$ cat src/rtl/mem_arbiter.sv
// rtl/mem_arbiter.sv - fetch/data arbiter onto one shared memory port (optional fairness: ARB_FAIRNESS_EN)
module mem_arbiter #(
  parameter int DATA_WIDTH    = 32,
  parameter int MAX_DM_STREAK = 4
) (
  input  logic                  clk,
  input  logic                  rst,
  input  logic                  if_req,
  input  logic [DATA_WIDTH-1:0] if_addr,
  output logic [DATA_WIDTH-1:0] if_rdata,
  output logic                  if_ready,
  input  logic                  dm_req,
  input  logic                  dm_we,
  input  logic [DATA_WIDTH-1:0] dm_addr,
  input  logic [DATA_WIDTH-1:0] dm_wdata,
  output logic [DATA_WIDTH-1:0] dm_rdata,
  output logic                  dm_ready,
  output logic                  mem_en,
  output logic                  mem_we,
  output logic [DATA_WIDTH-1:0] mem_addr,
  output logic [DATA_WIDTH-1:0] mem_wdata,
  input  logic [DATA_WIDTH-1:0] mem_rdata,
  input  logic                  mem_valid,
  output logic                  stall_f
);

  typedef enum logic [1:0] {IDLE, IF_BUSY, DM_BUSY} arbStateT;

  arbStateT arbState;
  logic     grantDm;
  logic     grantIf;

`ifdef ARB_FAIRNESS_EN
  localparam int StreakW = (MAX_DM_STREAK < 1) ? 1 : $clog2(MAX_DM_STREAK + 1);

  logic [StreakW-1:0] dmStreak;

  // Fetch takes its turn once data has won MAX_DM_STREAK times in a row over it
  assign grantDm = dm_req && !(if_req && (dmStreak == StreakW'(MAX_DM_STREAK)));
`else
  // Data port has strict priority over fetch
  assign grantDm = dm_req;
`endif

  assign grantIf = if_req && !grantDm;

  // Fetch stalls for as long as its request is open and not yet answered
  assign stall_f = if_req && !if_ready;

  // Arbitration FSM: grant from IDLE, wait for mem_valid in BUSY, pulse ready on completion
  always_ff @(posedge clk) begin
    if (rst) begin
      arbState  <= IDLE;
      mem_en    <= 1'b0;
      mem_we    <= 1'b0;
      mem_addr  <= '0;
      mem_wdata <= '0;
      if_ready  <= 1'b0;
      dm_ready  <= 1'b0;
      if_rdata  <= '0;
      dm_rdata  <= '0;
`ifdef ARB_FAIRNESS_EN
      dmStreak  <= '0;
`endif
    end else begin
      mem_en   <= 1'b0;
      if_ready <= 1'b0;
      dm_ready <= 1'b0;
      case (arbState)
        IDLE: begin
          if (grantDm) begin
            arbState  <= DM_BUSY;
            mem_en    <= 1'b1;
            mem_we    <= dm_we;
            mem_addr  <= dm_addr;
            mem_wdata <= dm_wdata;
`ifdef ARB_FAIRNESS_EN
            dmStreak  <= if_req ? dmStreak + StreakW'(1) : '0;
`endif
          end else if (grantIf) begin
            arbState  <= IF_BUSY;
            mem_en    <= 1'b1;
            mem_we    <= 1'b0;
            mem_addr  <= if_addr;
            mem_wdata <= '0;
`ifdef ARB_FAIRNESS_EN
            dmStreak  <= '0;
`endif
          end
        end
        IF_BUSY: begin
          if (mem_valid) begin
            if_rdata <= mem_rdata;
            if_ready <= 1'b1;
            arbState <= IDLE;
          end
        end
        DM_BUSY: begin
          if (mem_valid) begin
            // mem_we still holds the granted direction; a store leaves dm_rdata alone
            if (!mem_we) begin
              dm_rdata <= mem_rdata;
            end
            dm_ready <= 1'b1;
            arbState <= IDLE;
          end
        end
        default: arbState <= IDLE;
      endcase
    end
  end

endmodule

$ cat config.mk
export PLATFORM = sky130hd
export DESIGN_NAME = mem_arbiter
export DESIGN_NICKNAME = d
export VERILOG_FILES = /design/src/rtl/mem_arbiter.sv
export SDC_FILE = /design/constraint.sdc
export NUM_CORES = 1
export LEC_CHECK = 0
export CORE_AREA = 2 2 103 105
export CTS_BUF_LIST = sky130_fd_sc_hd__clkbuf_4 sky130_fd_sc_hd__clkbuf_8
export DETAILED_ROUTE_END_ITERATION = 10
export DIE_AREA = 0 0 105 107
export DONT_BUFFER_PORTS = 1
export GPL_TIMING_DRIVEN = 1
export MAX_ROUTING_LAYER = met4
export PLACE_DENSITY = 0.63
export SYNTH_ARGS = -nofsm -noshare
export SYNTH_HDL_FRONTEND = slang
export SYNTH_SLANG_ARGS = --single-unit
$ cat constraint.sdc
create_clock -name clk -period 1.8 [get_ports clk]
set_input_delay 0.36 -clock clk [delete_from_list [all_inputs] [get_ports clk]]
set_output_delay 0.36 -clock clk [all_outputs]
set_load 0.02 [all_outputs]
==> summary.md, run 1 <==
| Metric | Value |
|---|---|
| Status | completed |
| Final Hold Viols | 0 |
| Worst Max-Slew Pin Slew | 0.5403 ns |
| Post-synthesis adder-cell area fraction | 0.007487 |
| Post-DR vias/cell | 5.587 |
| Synthesized instance count | 490 |
| IO Port Bufs | 0 |
| MaxCap Viol Count | 0 |
| FF+latch count, synth | about 130 |
| Cells resized by post-CTS repair | 0 |
| Synth warn | 0 |
| Logic pwr share | 0.087 |
| FMAX | 637.8 MHz |
| Synth Cell Area | 5014 sq um |
| Worst-Skew Late Latency | a little over 0.4 ns |
| Worst path required time | 2.15 ns |
| CP Cell Sequence | inv_1, ha_1, nor2b_4, and2_1, buf_4, a22o_1 |
| Syn_area_per_cell | between 10 and 15 sq um |
| Switching power share of the total | 0.2987 |
| Placed insts | 595 |
| Root Buffer | clkbuf_8 |
| Post-Synth Simple-Gate Area | 0.1155 |
| Sequential area share after synthesis | 0.5351 |
| HPWL Detailed | 8307 um |
| # IOs | 267 |
| Site Rows | 37 |
| Ratio of final minimum period to clock period | 0.8711 |
| Clk buf depth | 2 |
| Most common cell after layout, fill and taps aside | dfxtp_1 |
| Sequential share of power | 0.551 |
| Core Box Area | 10,090 sq um |
| CP Max Fanout | 33 |
| TritonCTS clock tree | built |
| Synth Area in XOR/XNOR | 0 |
| Antenna Diode Count | 0 |
| Clock power share | 0.362 |
| Die X-Extent | between 100 and 150 um |
| Area Overhead vs Synth | 8.660% |
| Setup violations, final | 0 |
| Die area | about 11,000 sq um |
| Num CTS Buffers | 17 |
| Tmin final | about 1.6 ns |
| Final GP Congestion | a little under 0.8 |
| Chip height | ~110 um |
| Critical path startpoint category | register |
| Clock H-tree levels | 4 |
| Static leakage | 2.012 nW |
| Largest family of logic cells by synthesized area | compound AO/OA/AOI/OAI gates |
| Slew HR | 0.6386 |
| Clock transition at the registers of the reported paths | ~0.080 ns |
| Largest stage delay on the critical path | 0.32 ns |
| Final wirelength | 11,840 um |
| Drt wl/cell | 18.82 um |
| Setup CP Type | reg -> reg |
| CP max stage cell | dfxtp_1 |
| Cell Count, Final, Fillers Out | 629 |
| Layout fillers | slightly above 900 |
| Synth top area share | 0.5351 |
| Net load switching power | 0.001931 W |
| Final Skew | 0.007721 ns |
| Top post-synthesis cells by area | dfxtp_1 54%, nand2_1 9.7%, o2bb2ai_2 9.0% |
| Crit end category | register |
| Post-DRT Antenna Nets | 0 |
| VDD IR max | between 500 and 600 uV |
| Cell accounting for the most synthesized area | dfxtp_1 |
| Arr. time, crit path | 1.92 ns |
| Largest net degree at the start of global routing | between 50 and 60 |
| Post-synthesis mux area share | 0.06389 |
| DR pass1 iterations | 4 |
| Unique cell type count in the Yosys netlist | 29 |
| Fin. max-slew vios | 0 |
| Internal | 0.004534 W |
| First-pass GRT wire length | 18,310 um |
| Synth Area in Compound Gates | 0.2246 |
| Commonest cells after routing, fill and taps aside | 134 x dfxtp_1, 130 x nand2_1, 66 x a21oi_1 |
| Layout net count | 617 |
| Setup total negative slack | 0 ns |
| Total track usage | 0.2146 |
| DRC viols | 0 |
| Reg area | 2683 sq um |
| Layout cells sized above 1 | 0.1562 |
| Congestion Overflow GR | 0 |
| Power Dens Cells | 1187 nW/um^2 |
| Number of global-route vias before repair | around 3,600 |
| Synthesized net count | ~630 |
| DR vias | 3,514 |
| Initial antenna violation count | 0 |
| Initial Util | 0.4968 |
| RSZ-0062 raised after global routing | no |
| DR iter-0 viols | 145 |
| Hold/Removal Path Class | in -> reg |
| Area of the multi-input gates | roughly 2100 sq um |
| Clock Sinks | 134 |
what timing repair did:
item / CTS / global route
setup endpoints to repair: 0 / 0
endpoints found under the hold margin: 54 / 0
setup buffers: 0 / 0
hold buffers: 2 / 0
worst max-delay path, delay by kind of cell (launching register included):
family	cells	cell delay, ns
and+or+nand+nor	2	0.33
AOI/OAI and AO/OA	1	0.18
adders and majority gates	1	0.26
buffers and inverters	2	0.42
DFF	1	0.32
cell families (layout without fill, tap and decap cells):
group / Yosys count / after routing
and+or+nand+nor: 143 / 143
AOI/OAI and AO/OA: 135 / 135
DFF: 134 / 134
buffers and inverters: 43 / 46
muxes: 32 / 32
adders and majority gates: 3 / 3
registers in the layout (all words and copies together), names as in the netlist:
register   flops
arbState       2
dm_rdata      32
dm_ready       1
if_rdata      32
if_ready       1
mem_addr      32
mem_en         1
mem_wdata     32
mem_we         1
per-layer routing:
| layer | part of all wire | vias up | global-route usage | wire, um |
|---|---|---|---|---|
| li1 | - | 1675 | - | - |
| met1 | 0.38 | 1633 | 0.2324 | 4477 |
| met2 | 0.49 | 181 | 0.3488 | 5839 |
| met3 | 0.096 | 25 | 0.08450 | 1134 |
| met4 | 0.032 | 0 | 0.09810 | 384 |
| met5 | 0 | - | - | 0 |
metrics by stage:
step / utilization / area, sq um / hold WS [ns] / power [W] / setup slack [ns]
finish: 0.5398 / 5448 / 0.05626 / 0.006464 / 0.2320
global route: 0.5398 / 5448 / 0.01403 / 0.006777 / 0.1072
CTS: 0.5398 / 5448 / 0.03072 / 0.006548 / 0.2087
detailed placement: 0.4994 / 5040 / 0.4406 / 0.004177 / 0.2256
global placement: 0.4994 / 5040 / 0.4374 / 0.004152 / 0.2979
floorplan: - / 5014 / 0.4738 / 0.004098 / 0.3173
cell type report:
cell class / instances / share of cell area
flip-flops and latches: 134 / 0.4924
inverters: 3 / 0.002067
multi-input cells: 313 / 0.3801
clock buffers: 17 / 0.04295
clock inverters: 15 / 0.02641
repair buffers: 11 / 0.02480
well taps: 136 / 0.03124
final timing paths:
check	end	cells past startpoint	slack [ns]	start
setup / recovery	mem_wdata[14]$_SDFFE_PP0P_	6	0.23	arbState[1]$_SDFFE_PP0P_
hold reg to reg	arbState[0]$_SDFFE_PP0P_	2	0.55	arbState[0]$_SDFFE_PP0P_
hold / removal	dm_ready$_SDFF_PP0_	2	0.06	mem_valid
setup reg to reg	mem_wdata[14]$_SDFFE_PP0P_	6	0.23	arbState[1]$_SDFFE_PP0P_
power by group through the flow:
stage	clock, W	sequential (W)	combinational, W
floorplan	0	0.00358	0.000519
global placement	0	0.00363	0.000520
detailed placement	0	0.00363	0.000545
CTS	0.00241	0.00357	0.000573
global route	0.00257	0.00358	0.000626
finish	0.00234	0.00356	0.000563
synth_stat cells:
cell,n
nand2_1,130
nor2_4,1
nand2b_1,3
mux2i_1,32
a21oi_1,66
nand3_1,1
buf_2,16
nor2_1,2
nor2b_4,1
a21o_1,1
nor2b_1,1
clkbuf_1,11
buf_8,5
and2_1,2
buf_6,2
a22o_1,33
nand3b_1,1
buf_4,4
ha_1,3
o2bb2ai_1,2
and3b_1,1
o21a_4,1
o2bb2ai_2,30
a211oi_1,1
o21ai_2,1
inv_1,2
inv_2,1
dfxtp_1,134
buf_1,2
No activity file was read; power rests on OpenSTA's default activity.
==> run 2: changes to the inputs <==
Settings changed: CORE_AREA 2 2 103 105 to not set, CORE_MARGIN set to 2, CORE_UTILIZATION set to 25, DIE_AREA 0 0 105 107 to not set, PLACE_DENSITY 0.63 to 0.36.
==> summary.md, run 2 (synthesized netlist as in run 1, its figures left out) <==
| Metric | Value |
|---|---|
| Status | completed |
| Worst Max-Slew Pin Slew | 0.3981 ns (-0.1422 ns) |
| Slew HR | 0.7346 (+0.09601) |
| RSZ-0062 raised after global routing | no |
| WHS | 0.05740 ns (+0.001147 ns) |
| Antenna Diode Count | 0 (unchanged) |
| DR vias | 3,605 (+2.6%) |
| DR pass1 iterations | 4 (unchanged) |
| Static leakage | 2.143 nW (+6.5%) |
| Worst path required time | 2.17 ns (+0.02 ns) |
| First-pass GRT wire length | 20,570 um (+12%) |
| Die X-Extent | 145.6 um (+39%) |
| Clk buf depth | 2 (unchanged) |
| CP max stage cell | dlygate4sd3_1 |
| Root Buffer | clkbuf_8 |
| Initial antenna violation count | 0 (unchanged) |
| Number of global-route vias before repair | 3,538 (-0.51%) |
| CP Cell Sequence | inv_1, ha_4, nand2_4, buf_12, nand2_1, a21oi_1, dlygate4sd3_1 |
| Setup total negative slack | 0 ns (unchanged) |
| Critical path startpoint category | register |
| Hold/Removal Path Class | in -> reg |
| Post-DR vias/cell | 4.658 (-17%) |
| Final core occ | 0.2997 (-0.2401) |
| Clock Sinks | 134 (unchanged) |
| Chip height | 145.6 um (+36%) |
| Tmin final | 1.684 ns (+0.1162 ns) |
| DR iter-0 viols | 131 (-9.7%) |
| Ratio of final minimum period to clock period | 0.9356 (+0.06453) |
| VDD IR max | 376.9 uV (-32%) |
| Clock transition at the registers of the reported paths | 0.08 ns (about the same) |
| Worst-Skew Late Latency | 0.43 ns (+0.02 ns) |
| Commonest cells after routing, fill and taps aside | 134 x dfxtp_1, 129 x nand2_1, 66 x a21oi_1 |
| Num CTS Buffers | 17 (unchanged) |
| Setup violations, final | 0 (unchanged) |
| Power Dens Cells | 1145 nW/um^2 (-3.5%) |
| Core Box Area | 19,590 sq um (+94%) |
| Initial Util | 0.2559 (-0.2409) |
| Largest net degree at the start of global routing | 69 (+25%) |
| Site Rows | 51 (+38%) |
| Congestion Overflow GR | 0 (unchanged) |
| Post-DRT Antenna Nets | 0 (unchanged) |
| CP Max Fanout | 17 (-48%) |
| Die area | 21,200 sq um (+89%) |
| Fin. max-slew vios | 0 (unchanged) |
| FMAX | 593.8 MHz (-6.9%) |
| Layout net count | 633 (+2.6%) |
| Layout cells sized above 1 | 0.1670 (+0.01081) |
| Drt wl/cell | 18.36 um (-2.5%) |
| Final GP Congestion | 0.7064 (-9.6%) |
| Final Skew | 0.01063 ns (+0.002910 ns) |
| Largest stage delay on the critical path | 0.55 ns (+0.23 ns) |
| MaxCap Viol Count | 0 (unchanged) |
| Setup CP Type | reg -> reg |
| TritonCTS clock tree | built |
| Final Hold Viols | 0 (unchanged) |
| DRC viols | 0 (unchanged) |
| Area Overhead vs Synth | 17.10% |
| Final wirelength | 14,210 um (+20%) |
| Layout fillers | 2,088 (+120%) |
| Clock H-tree levels | 4 (unchanged) |
| Arr. time, crit path | 2.06 ns (+0.14 ns) |
| Most common cell after layout, fill and taps aside | dfxtp_1 |
| HPWL Detailed | 9117 um (+9.8%) |
| R2R Setup Slk | 0.12 ns (-0.12 ns) |
| IO Port Bufs | 0 (unchanged) |
| Crit end category | register |
| # IOs | 267 (unchanged) |
| Total track usage | 0.1304 (-0.08418) |
==> run 2: where the power goes <==
part | internal [W] | switching, W
combinational | 0.000290 | 0.000343
clock | 0.00132 | 0.00121
sequential | 0.00316 | 0.000402
==> run 2: critical path, delay by kind of cell, from the launching register on <==
family / cells / cell delay [ns]
buffers and inverters: 3 / 0.81
flip-flops: 1 / 0.34
adder cells (fa/ha/maj): 1 / 0.18
AND/OR/NAND/NOR: 2 / 0.15
AO/OA/AOI/OAI: 1 / 0.14
==> run 2: path summary, 6_finish.rpt <==
| kind | from | to | cells after the start |
|---|---|---|---|
| setup / recovery | arbState[1]$_SDFFE_PP0P_ | if_rdata[31]$_SDFFE_PP0P_ | 7 |
| setup reg to reg | arbState[1]$_SDFFE_PP0P_ | if_rdata[31]$_SDFFE_PP0P_ | 7 |
| hold reg to reg | dm_rdata[17]$_SDFFE_PP0P_ | dm_rdata[17]$_SDFFE_PP0P_ | 2 |
| hold / removal | mem_rdata[13] | if_rdata[13]$_SDFFE_PP0P_ | 2 |
==> run 2: metal layers <==
layer | part of all wire | track usage | routed length [um] | up-vias
met1 | 0.40 | 0.1389 | 5679 | 1687
met2 | 0.48 | 0.2104 | 6870 | 190
met3 | 0.094 | 0.05486 | 1341 | 16
li1 | - | - | - | 1712
met4 | 0.022 | 0.06127 | 316 | 0
met5 | 0 | - | 0 | -
==> run 2: repair_timing <==
item | 4_1_cts | 5_1_grt
setup endpoints to repair | 0 | 1
hold buffers | 13 | 0
resized for setup | 0 | 7
setup buffers | 0 | 3
endpoints found under the hold margin | 78 | 0
==> run 2: metrics by stage <==
step	instance area [sq um]	power [W]	setup WS, ns	instances
2_1_floorplan	5014	0.004098	0.3173	490
3_3_place_gp	5226	0.004193	0.2664	724
3_5_place_dp	5226	0.004200	0.1912	724
4_1_cts	5772	0.006841	0.04777	769
5_1_grt	5871	0.007058	0.008348	774
6_report	5871	0.006722	0.1159	774
==> run 2: cell type report <==
type                            count  area, sq um  area share
Tap cell                          265        331.6     0.05648
Sequential cell                   134         2683      0.4569
Timing Repair Buffer               27        354.1     0.06032
Clock buffer                       20        269.0     0.04582
Inverter                            3        11.26    0.001918
Multi-Input combinational cell    313         2093      0.3566
Clock inverter                     12        128.9     0.02195
==> run 3: changes to the inputs <==
--- a/config.mk
+++ b/config.mk
@@ -15,2 +15,3 @@
 export PLACE_DENSITY = 0.36
+export SLEW_MARGIN = 20
 export SYNTH_ARGS = -nofsm -noshare
--- a/constraint.sdc
+++ b/constraint.sdc
@@ -3,2 +3,2 @@
 set_output_delay 0.36 -clock clk [all_outputs]
-set_load 0.02 [all_outputs]
+set_load 0.01 [all_outputs]
==> summary.md, run 3 (synthesized netlist as in run 1, its figures left out) <==
| Metric | Value |
|---|---|
| Status | completed |
| Setup total negative slack | 0 ns (unchanged) |
| Num CTS Buffers | 17 (unchanged) |
| CP Cell Sequence | inv_1, ha_1, nor2b_4, and2_1, buf_4, a22o_1 |
| Clock power share | 0.400 (+0.024) |
| Critical path startpoint category | register |
| FMAX | 618.3 MHz (+4.1%) |
| Number of global-route vias before repair | 3,565 (+0.76%) |
| MaxCap Viol Count | 0 (unchanged) |
| Antenna Diode Count | 0 (unchanged) |
| CP max stage cell | buf_4 |
| Arr. time, crit path | 1.99 ns (-0.07 ns) |
| Largest delay share family, worst path | buffers and inverters |
| Clock H-tree levels | 4 (unchanged) |
| Setup CP Type | reg -> reg |
| Clk buf depth | 2 (unchanged) |
| Final Skew | 0.009555 ns (-0.001076 ns) |
| Slew HR | 0.7466 (+0.01201) |
| First-pass GRT wire length | 20,690 um (+0.57%) |
| Buf/Inv on CP | 2 (-1) |
| Clock transition at the registers of the reported paths | 0.08 ns (about the same) |
| Final GP Congestion | 0.7048 (-0.23%) |
| Power Dens Cells | 1165 nW/um^2 (+1.7%) |
| HPWL Detailed | 9023 um (-1.0%) |
| Worst Max-Slew Pin Slew | 0.3801 ns (-0.01801 ns) |
| Fin. max-slew vios | 0 (unchanged) |
| Commonest cells after routing, fill and taps aside | 134 x dfxtp_1, 130 x nand2_1, 66 x a21oi_1 |
| Die X-Extent | 145.6 um (unchanged) |
| Congestion Overflow GR | 0 (unchanged) |
| CP Max Fanout | 33 (+16) |
| Root Buffer | clkbuf_8 |
| DRC viols | 0 (unchanged) |
| Post-DRT Antenna Nets | 0 (unchanged) |
| Cell Count, Final, Fillers Out | 762 (-1.6%) |
| Switching power share of the total | 0.2677 (-0.02277) |
| Post-DR vias/cell | 4.608 (-1.1%) |
| Largest stage delay on the critical path | 0.34 ns (-0.21 ns) |
| Net load switching power | 0.001786 W (-8.5%) |
| Cells resized by post-CTS repair | 0 (unchanged) |
| Worst-Skew Late Latency | 0.43 ns (about the same) |
| # IOs | 267 (unchanged) |
| IO Port Bufs | 0 (unchanged) |
| Worst path required time | 2.17 ns (about the same) |
| RSZ-0062 raised after global routing | no |
| Drt wl/cell | 17.65 um (-3.8%) |
| Logic pwr share | 0.088 (-0.006) |
| Final Hold Viols | 0 (unchanged) |
| Layout fillers | 2,093 (+0.24%) |
| DR iter-0 viols | 95 (-27%) |
| Die area | 21,200 sq um (unchanged) |
| Crit end category | register |
| Sequential share of power | 0.513 (-0.017) |
| Most common cell after layout, fill and taps aside | dfxtp_1 |
| Hold/Removal Path Class | in -> reg |
| Final wirelength | 13,450 um (-5.3%) |
| Setup violations, final | 0 (unchanged) |
| Total track usage | 0.1303 (about the same) |
| Layout net count | 621 (-1.9%) |
| Core Box Area | 19,590 sq um (unchanged) |
| Tmin final | 1.617 ns (-0.06686 ns) |
| Initial antenna violation count | 0 (unchanged) |
| Initial Util | 0.2559 (unchanged) |
| Layout cells sized above 1 | 0.1529 (-0.01408) |
| Static leakage | 2.072 nW (-3.3%) |
| DR pass1 iterations | 4 (unchanged) |
| Site Rows | 51 (unchanged) |
| Internal | 0.004886 W (+2.4%) |
| TritonCTS clock tree | built |
| Area Overhead vs Synth | 14.23% |
| Largest net degree at the start of global routing | 69 (unchanged) |
| VDD IR max | 365.3 uV (-3.1%) |
| Clock Sinks | 134 (unchanged) |
| Ratio of final minimum period to clock period | 0.8985 (-0.03715) |
| DR vias | 3,511 (-2.6%) |
| Placed insts | 723 (-0.14%) |
| Chip height | 145.6 um (unchanged) |
run 3: changes by cell type in the layout (fill, tap and decap cells not counted), sizes merged:
cell / change
bufinv: +1
clkinv: -1
clkinvlp: -1
inv: +1
clkbuf: -2
dlygate4sd3: -6
buf: -4
run 3: worst register-to-register path: stages, from the launching register on:
cell	delay, ns
dfxtp_1	0.32
inv_1	0.09
ha_1	0.26
nor2b_4	0.21
and2_1	0.14
buf_4	0.34
a22o_1	0.21
run 3: layout make-up:
class / count / area (sq um) / area share
multi-input cells: 313 / 2071 / 0.3616
well taps: 265 / 331.6 / 0.05790
flip-flops and latches: 134 / 2683 / 0.4684
clock buffers: 20 / 269.0 / 0.04697
clock inverters: 12 / 151.4 / 0.02644
repair buffers: 15 / 210.2 / 0.03671
inverters: 3 / 11.26 / 0.001966
run 3: power groups by stage:
stage | clock network [W] | logic [W] | registers (W)
2_1_floorplan | 0 | 0.000519 | 0.00343
3_3_place_gp | 0 | 0.000543 | 0.00350
3_5_place_dp | 0 | 0.000560 | 0.00349
4_1_cts | 0.00279 | 0.000596 | 0.00343
5_1_grt | 0.00293 | 0.000650 | 0.00345
6_report | 0.00267 | 0.000584 | 0.00342
run 3: worst paths after layout:
check / from / cells past startpoint / end / slack, ns
setup / recovery: arbState[1]$_SDFFE_PP0P_ / 6 / mem_wdata[6]$_SDFFE_PP0P_ / 0.18
hold / removal: dm_wdata[4] / 1 / mem_wdata[4]$_SDFFE_PP0P_ / 0.05
setup reg to reg: arbState[1]$_SDFFE_PP0P_ / 6 / mem_wdata[6]$_SDFFE_PP0P_ / 0.18
hold reg to reg: dm_rdata[17]$_SDFFE_PP0P_ / 2 / dm_rdata[17]$_SDFFE_PP0P_ / 0.50
run 3: per-layer routing:
metal / share of wire / vias to the layer above / GRT usage / wire length (um)
li1: - / 1691 / - / -
met5: 0 / - / - / 0
met3: 0.092 / 5 / 0.05768 / 1240
met1: 0.40 / 1644 / 0.1417 / 5417
met4: 0.0094 / 0 / 0.04118 / 126
met2: 0.50 / 171 / 0.2142 / 6668
run 3: timing repair:
item                                   in CTS  in global routing
hold buffers                                5                  2
endpoints found under the hold margin      71                  2
setup endpoints to repair                   0                  0
buffers inserted                            0                  0
run 3: metrics by stage:
step | total power (W) | utilization | hold slack, ns | cell area (sq um) | worst slack (ns)
2_1_floorplan | 0.003951 | - | 0.4738 | 5014 | 0.3173
3_3_place_gp | 0.004044 | 0.2664 | 0.4408 | 5219 | 0.2734
3_5_place_dp | 0.004050 | 0.2664 | 0.4418 | 5219 | 0.1936
4_1_cts | 0.006815 | 0.2913 | 0.0002306 | 5707 | 0.1664
5_1_grt | 0.007023 | 0.2923 | 0.001507 | 5727 | 0.06287
6_report | 0.006672 | 0.2923 | 0.05186 | 5727 | 0.1827
